<file path="src/rtl/uart_xfer_ctrl.sv">
// UART loopback transfer sequencer: packs received bytes into memory words, then replays them to the transmitter.
// Optional received-byte checksum enabled by defining UART_CKSUM_EN.
module uart_xfer_ctrl #(
    parameter int NUM_WORDS = 25,
    parameter int ADDR_W    = 5
) (
    input  logic              clk,
    input  logic              rst,
    input  logic              rx_valid,
    input  logic [7:0]        rx_data,
    input  logic              mem2uart,
    input  logic              tx_busy,
    output logic              tx_start,
    output logic [7:0]        tx_data,
    output logic [ADDR_W-1:0] mem_addr,
    output logic              mem_we,
    output logic [31:0]       mem_wdata,
    output logic              mem_re,
    input  logic [31:0]       mem_rdata,
    output logic              recv_done,
    output logic              send_done,
    output logic              IRQ,
    output logic [7:0]        cksum
);

    localparam logic [2:0] ST_RECV     = 3'd0;
    localparam logic [2:0] ST_RX_FULL  = 3'd1;
    localparam logic [2:0] ST_RD_REQ   = 3'd2;
    localparam logic [2:0] ST_RD_WAIT  = 3'd3;
    localparam logic [2:0] ST_TX_ISSUE = 3'd4;
    localparam logic [2:0] ST_TX_WAIT  = 3'd5;
    localparam logic [2:0] ST_DONE     = 3'd6;

    localparam logic [ADDR_W-1:0] LAST_WORD = ADDR_W'(NUM_WORDS - 1);

    logic [2:0]        state;
    logic [1:0]        byte_cnt;
    logic [ADDR_W-1:0] word_cnt;
    logic [23:0]       lanes;
    logic [31:0]       send_reg;
    logic              rx_last;
    logic              rx_accept;

    // The cycle that writes the final word is spent announcing completion, so no byte is taken then.
    assign rx_accept = (state == ST_RECV) && !rx_last && rx_valid;

    // NOTE: every register here uses non-blocking assignment so all state updates see pre-edge values.
    always_ff @(posedge clk) begin
        if (!rst) begin
            state     <= ST_RECV;
            byte_cnt  <= '0;
            word_cnt  <= '0;
            lanes     <= '0;
            send_reg  <= '0;
            rx_last   <= 1'b0;
            tx_start  <= 1'b0;
            tx_data   <= '0;
            mem_addr  <= '0;
            mem_we    <= 1'b0;
            mem_wdata <= '0;
            mem_re    <= 1'b0;
            recv_done <= 1'b0;
            send_done <= 1'b0;
            IRQ       <= 1'b0;
        end else begin
            // NOTE: strobes default low each cycle; only the branch that fires raises one for a single cycle.
            mem_we   <= 1'b0;
            mem_re   <= 1'b0;
            tx_start <= 1'b0;
            IRQ      <= 1'b0;

            case (state)
                ST_RECV: begin
                    if (rx_last) begin
                        rx_last   <= 1'b0;
                        recv_done <= 1'b1;
                        IRQ       <= 1'b1;
                        state     <= ST_RX_FULL;
                    end else if (rx_accept) begin
                        byte_cnt <= byte_cnt + 2'd1;
                        if (byte_cnt == 2'd3) begin
                            mem_we    <= 1'b1;
                            mem_addr  <= word_cnt;
                            mem_wdata <= {rx_data, lanes};
                            word_cnt  <= word_cnt + 1'b1;
                            rx_last   <= (word_cnt == LAST_WORD);
                        end else begin
                            lanes[{byte_cnt, 3'b000} +: 8] <= rx_data;
                        end
                    end
                end

                ST_RX_FULL: begin
                    if (mem2uart) begin
                        word_cnt <= '0;
                        mem_re   <= 1'b1;
                        mem_addr <= '0;
                        state    <= ST_RD_REQ;
                    end
                end

                ST_RD_REQ: state <= ST_RD_WAIT;

                ST_RD_WAIT: begin
                    send_reg <= mem_rdata;
                    byte_cnt <= '0;
                    state    <= ST_TX_ISSUE;
                end

                ST_TX_ISSUE: begin
                    if (!tx_busy) begin
                        tx_start <= 1'b1;
                        tx_data  <= send_reg[{byte_cnt, 3'b000} +: 8];
                        state    <= ST_TX_WAIT;
                    end
                end

                ST_TX_WAIT: begin
                    // tx_busy only rises the cycle after tx_start, so the pulse cycle itself is skipped.
                    if (!tx_start && !tx_busy) begin
                        if (byte_cnt != 2'd3) begin
                            byte_cnt <= byte_cnt + 2'd1;
                            state    <= ST_TX_ISSUE;
                        end else if (word_cnt < LAST_WORD) begin
                            word_cnt <= word_cnt + 1'b1;
                            mem_re   <= 1'b1;
                            mem_addr <= word_cnt + 1'b1;
                            state    <= ST_RD_REQ;
                        end else begin
                            send_done <= 1'b1;
                            IRQ       <= 1'b1;
                            state     <= ST_DONE;
                        end
                    end
                end

                ST_DONE: begin
                    if (!mem2uart) begin
                        recv_done <= 1'b0;
                        send_done <= 1'b0;
                        word_cnt  <= '0;
                        byte_cnt  <= '0;
                        state     <= ST_RECV;
                    end
                end

                default: state <= ST_RECV;
            endcase
        end
    end

`ifdef UART_CKSUM_EN
    logic [7:0] cksum_q;

    always_ff @(posedge clk) begin
        if (!rst) begin
            cksum_q <= '0;
        end else if (state == ST_DONE && !mem2uart) begin
            cksum_q <= '0;
        end else if (rx_accept) begin
            cksum_q <= cksum_q + rx_data;
        end
    end

    assign cksum = cksum_q;
`else
    assign cksum = 8'd0;
`endif

endmodule

</file>
<file path="config.mk">
export PLATFORM = sky130hd
export DESIGN_NAME = uart_xfer_ctrl
export DESIGN_NICKNAME = d
export VERILOG_FILES = /design/src/rtl/uart_xfer_ctrl.sv
export SDC_FILE = /design/constraint.sdc
export NUM_CORES = 1
export LEC_CHECK = 0
export CAP_MARGIN = 20
export CORE_UTILIZATION = 30
export CTS_CLUSTER_SIZE = 25
export DETAILED_ROUTE_END_ITERATION = 10
export GPL_TIMING_DRIVEN = 1
export HOLD_SLACK_MARGIN = 0.08
export PLACE_DENSITY = 0.58
export REMOVE_ABC_BUFFERS = 1
export SLEW_MARGIN = 30
export SYNTH_ARGS = -nofsm -noshare
export SYNTH_HDL_FRONTEND = slang
export SYNTH_SLANG_ARGS = --single-unit
</file>
<file path="constraint.sdc">
create_clock -name clk -period 2.3 [get_ports clk]
set_input_delay 0.23 -clock clk [delete_from_list [all_inputs] [get_ports clk]]
set_output_delay 0.23 -clock clk [all_outputs]
set_load 0.01 [all_outputs]
</file>
# == Word level (Yosys, flattened, before mapping) ==
# Index checks and enable logic that the tools add are counted.
# word_totals
regBits,118
output_inout_bits,59
# op_classes
n_reduce_logical,23
shift,3
eq_ne,21
order_cmp,1
n_mux,50
addsub,3
n_bitwise,6
# op_table
cell,n
$mux W5,11
$shiftx A32 B6 Y8,1
$bwmux W24,1
$ne A2 B2 Y1 const B,12
$shift A8 B7 Y24 const A,1
$shiftx A8 B7 Y24,1
$mux W3,7
$pmux W3 S7,1
$pmux W5 S4,1
$mux W1,18
$pmux W5 S3,1
$mux W2,5
$reduce_and A5 Y1,2
$eq A3 B3 Y1 const B,3
$reduce_and A9 Y1,1
$pmux W1 S2,4
$pmux W2 S4,1
$reduce_and A4 Y1,2
$reduce_and A8 Y1,1
$reduce_bool A4 Y1,2
$neg A5 Y7,1
$eq A3 B2 Y1 const B,2
$not A1 Y1,6
$reduce_and A6 Y1,1
other kinds (15),21

# == Logic depth before layout (Yosys ltp) ==
# Gate-level depths: netlist (run 1).
# depth
depth_word,6
ltp_mapped,7

# == Worst setup path after synthesis (run 1) ==
# OpenSTA, ideal clock, no wires.
# synth_timing
kind,reg-to-reg
from,register byte_cnt[1]
to,register lanes[23]
t_required_ns,2.227
setup_slack_ns,0.536
setup_time_ns,0.073
t_arrival_ns,1.690
stages_incl_launch_ff,7
cell_sequence,dfxtp_1 clkbuf_1 inv_1 ha_1 nor3b_2 nand3_1 a21oi_1
# synth_between
elab_chain_cells,3
# synth_lines
item,line_no,source
start: declaration,37,logic [1:0] byte_cnt;
start signal: assignment,80,byte_cnt <= byte_cnt + 2'd1;
start signal: assignment,122,byte_cnt <= byte_cnt + 2'd1;
$neg A5 Y7 / $eq A2 B2 Y1 (equally long branches),"88, 81",
$shiftx A8 B7 Y24 (tied with other cells),88,"lanes[{byte_cnt, 3'b000} +: 8] <= rx_data;"
$bwmux W24 / $reduce_and A4 Y1 (equally long branches),-,
end signal: indexed assignment,88,
end: declaration,39,logic [23:0] lanes;
# Several ways; a longest one is shown, not always the timed one.
# A chain may end at the register's enable or synchronous reset.

# == Final worst setup path (run 1) ==
# layout_timing
from,register state[0]
to,register mem_addr[3]
# layout_between
elab_chain_cells,5
# layout_lines
item,line_no,source
start: declaration,36,logic [2:0] state;
start signal: assignment,50,state <= ST_RECV;
start signal: assignment,78,state <= ST_RX_FULL;
start signal: assignment,98,state <= ST_RD_REQ;
$logic_not A3 Y1,"45, 72",
$logic_and A1 B1 Y1 (2 in a row),45,assign rx_accept = (state == ST_RECV) && !rx_last && rx_valid;
$ne A2 B2 Y1 (no source line),-,
$reduce_and A8 Y1 (no source line),-,
end signal: assignment,83,mem_addr <= word_cnt;
end signal: assignment,127,mem_addr <= word_cnt + 1'b1;
end: declaration,15,"output logic [ADDR_W-1:0] mem_addr,"
# Several ways; a longest one is shown, not always the timed one.

==> impl_metrics.toml, run 1 <==
[outcome]
outcome = "finished, final reports clean"

[clock_tree]
cts_tree = "done"
cts.sinks = 118
numCtsBuffers = 17
post_cts_buffers = 0
ctsResizeCount = 0
cts_hold_buf = 0
path_clk_slew_ps = 50
cts_buffer_depth = 2
clk_latency_ps = 410
cts_htree_levels = 4
cts-root-buf = "clkbuf_16"

[detailed_routing]
vias = 4460
drt_wl_total_um = 13000
route.met3.wl_um = 819
top_layer_used = "met4"
drc = 0
viasPerCell = 4.80
drtIter0Drc = 233
met1Wirelength_um = 6060
first_pass_iters = 4
routedWlPerCell_um = 14.0
wl_met2_um = 5890
postRouteAntennaNets = 0

[hold_path]
whs_endpoint = "send_reg[9]$_SDFFE_PN0P_"
hold_path_startpoint = "mem_rdata[9]"
worstHoldPathCells = 3
hp-class = "in2reg"

[finish]
antenna_cells = 0
nets = 743
seqCellArea_mm2 = 0.00236
design_area_mm2 = 0.00698
fin_util_pct = 40.7
multi_input_area_mm2 = 0.00257
fillers = 1724
drive_above_1_share_pct = 16.3
syn_to_final_growth_pct = 33.0

[place]
dp_hpwl_um = 8770
gp_congestion = 0.820
dpl_cell_area_mm2 = 0.00635
port_buffers = 95

[synthesis]
synth-edff-count = 0
synth_area_mm2 = 0.00525
yosysSeqAreaShare_pct = 45.0
synth_seq_cells = 118
async_flop_share_pct = 0
avgSynthCellArea_um2 = 8.65
ys.flop_type = "dfxtp_1"
synth_warnings = 0
netlist_instances = 607
ys_types = 60

[setup_path]
crit_path_end_kind = "flip-flop"
cp-start-kind = "flip-flop"
crit_type = "reg2reg"
cp.arrival_ps = 2350
startpoint = "state[0]$_SDFFE_PN0P_"
cpPeakStageDelay_ps = 760
r2r_setup_slack_ps = 230
critPathBufInv = 0
path_cells = "nand4b_4 -> nor4b_4 -> or2_2 -> a311oi_1"
r2r-end = "mem_addr[3]$_SDFFE_PN0P_"
required_ps = 2580
slowest_stage = "dfxtp_1"
critPathMaxFanout = 19
cp_top_family = "simple AND/OR/NAND/NOR gates"
reg2reg_depth = 4
r2r-start = "state[0]$_SDFFE_PN0P_"

[global_route]
antenna_found_initial = 0
grt_usage_pct = 15.3
grt_pass1_wl_um = 21600
grt_pass1_vias = 4266
grt_max_degree = 42
overflow = 0

[floorplanning]
die_area_mm2 = 0.0180
dieHeight_um = 134
die_w_um = 134
start_util_pct = 30.6
num_rows = 48
pin_count = 104
coreArea_mm2 = 0.0172

[power_and_ir_drop]
p_seq_share_pct = 39.7
switching_power_mw = 1.18
p_int_mw = 4.10
swShare_pct = 22.4
p_clk_share_pct = 53.6
power.leakage_nw = 2.33
report.power.total_mw = 5.28
p_per_area_mw_per_mm2 = 756
power_frac_comb_pct = 6.7
peakVddDrop_uv = 572

[sta]
final-hold-violation-count = 0
max_slew_margin_pct = 53.5
fmax_mhz = 484
clock_skew_ps = 4.71
finalCritPeriodShare_pct = 89.8
drv_slew = 0
worst_pin_slew_ps = 697
rsz0062_at_grt = "false"
setup_viol = 0
finalCriticalPeriod_ps = 2070

[job]
cap_violations = 0
per-stage QoR:
step           setup TNS [ps]  setup WS, ps  instances  hold WS, ps
2_1_floorplan          -44270          -612        565          348
4_1_cts                     0           270        929          340
3_5_place_dp                0           258        897          446
6_report                    0           234        929          360
3_3_place_gp                0           373        897          441
5_1_grt                     0          32.1        929          343
placed cells by master (no fill, tap or decap), types with 2 or more instances in the layout:
| cell type | n |
|---|---|
| and3_1 | 3 |
| nand3b_1 | 2 |
| nand2b_1 | 4 |
| clkinvlp_4 | 3 |
| or4_1 | 2 |
| nor2b_1 | 6 |
| a21oi_1 | 81 |
| clkbuf_8 | 2 |
| o211a_1 | 2 |
| buf_4 | 7 |
| nand2_1 | 156 |
| nor3b_2 | 4 |
| inv_1 | 7 |
| clkbuf_16 | 17 |
| o21ai_0 | 11 |
| nor3_1 | 7 |
| bufinv_16 | 4 |
| clkdlybuf4s50_1 | 95 |
| nand4_1 | 2 |
| a311oi_1 | 3 |
| o21a_1 | 3 |
| dfxtp_1 | 118 |
| nand3_1 | 31 |
| ha_1 | 7 |
| and2_1 | 4 |
| a31oi_1 | 4 |
| a211oi_1 | 2 |
| clkinv_2 | 3 |
| mux4_2 | 8 |
| buf_12 | 5 |
| o2111ai_1 | 3 |
| nand2_2 | 20 |
| a21oi_2 | 30 |
| conb_1 | 8 |
| nor2_1 | 10 |
per-layer routing:
layer | vias up | global-route usage [%]
li1 | 2241 | -
met1 | 2043 | 19.6
met2 | 160 | 23.7
met3 | 16 | 4.61
met4 | 0 | 6.62
met5 | - | 0
layout make-up:
type                            count  area share [%]
Multi-Input combinational cell    439            36.8
Sequential cell                   118            33.8
Clock buffer                       20            6.54
Inverter                            8           0.466
Timing Repair Buffer              107            15.8
Clock inverter                     12            2.51
Tap cell                          225            4.03
power by group through the flow:
stage | Clock [mW] | Combinational, mW | Sequential [mW]
detailed placement | 0 | 0.351 | 2.14
global placement | 0 | 0.346 | 2.14
floorplan | 0 | 0.164 | 2.15
CTS | 2.89 | 0.353 | 2.10
finish | 2.83 | 0.352 | 2.10
global route | 2.99 | 0.388 | 2.10
worst reg2reg max path: cells and delay by family (launching register included):
| family | cells | cell delay (ps) |
|---|---|---|
| AO/OA/AOI/OAI | 1 | 90 |
| flip-flops | 1 | 760 |
| AND/OR/NAND/NOR | 3 | 1070 |
synth_stat cells (8+ instances only):
| cell | number | area share [%] |
|---|---|---|
| o21ai_0 | 11 | 1.0 |
| a21oi_2 | 30 | 5.0 |
| nand3_1 | 31 | 3.0 |
| a21oi_1 | 81 | 7.7 |
| nor2_1 | 10 | 0.72 |
| dfxtp_1 | 118 | 45 |
| nand2_2 | 20 | 2.4 |
| mux4_2 | 8 | 3.4 |
| buf_4 | 13 | 1.9 |
| nand2_1 | 156 | 11 |
| clkbuf_1 | 20 | 1.4 |
how the worst max path moves through the flow:
stage,endpoint,slack (ps),cells past startpoint
global route,lanes[6]$_SDFFE_PN0P_,30,6
floorplan,mem_addr[1]$_SDFFE_PN0P_,-610,2
CTS,mem_addr[3]$_SDFFE_PN0P_,270,4
finish,mem_addr[3]$_SDFFE_PN0P_,230,4
detailed placement,mem_addr[3]$_SDFFE_PN0P_,260,4
global placement,mem_addr[3]$_SDFFE_PN0P_,370,4
logic make-up (layout without fill, tap and decap cells):
kind of cell | after synthesis | after routing | synth area share, %
multiplexers | 9 | 9 | 3.62
XOR/XNOR | 1 | 1 | 0.167
other | 1 | 8 | 0.0714
AO/OA/AOI/OAI | 151 | 151 | 18.3
adder cells (fa/ha/maj) | 7 | 7 | 1.67
flip-flops | 118 | 118 | 45.0
AND/OR/NAND/NOR | 263 | 263 | 24.6
buffers and inverters | 57 | 147 | 6.55
Power figures use the tool's default switching activity.
==> run 2, diff against run 1 <==
CTS_CLUSTER_SIZE = 10   (was 25)
==> results of run 2 <==
Same layout as run 1: the final DEF is identical, and so are final timing and power.
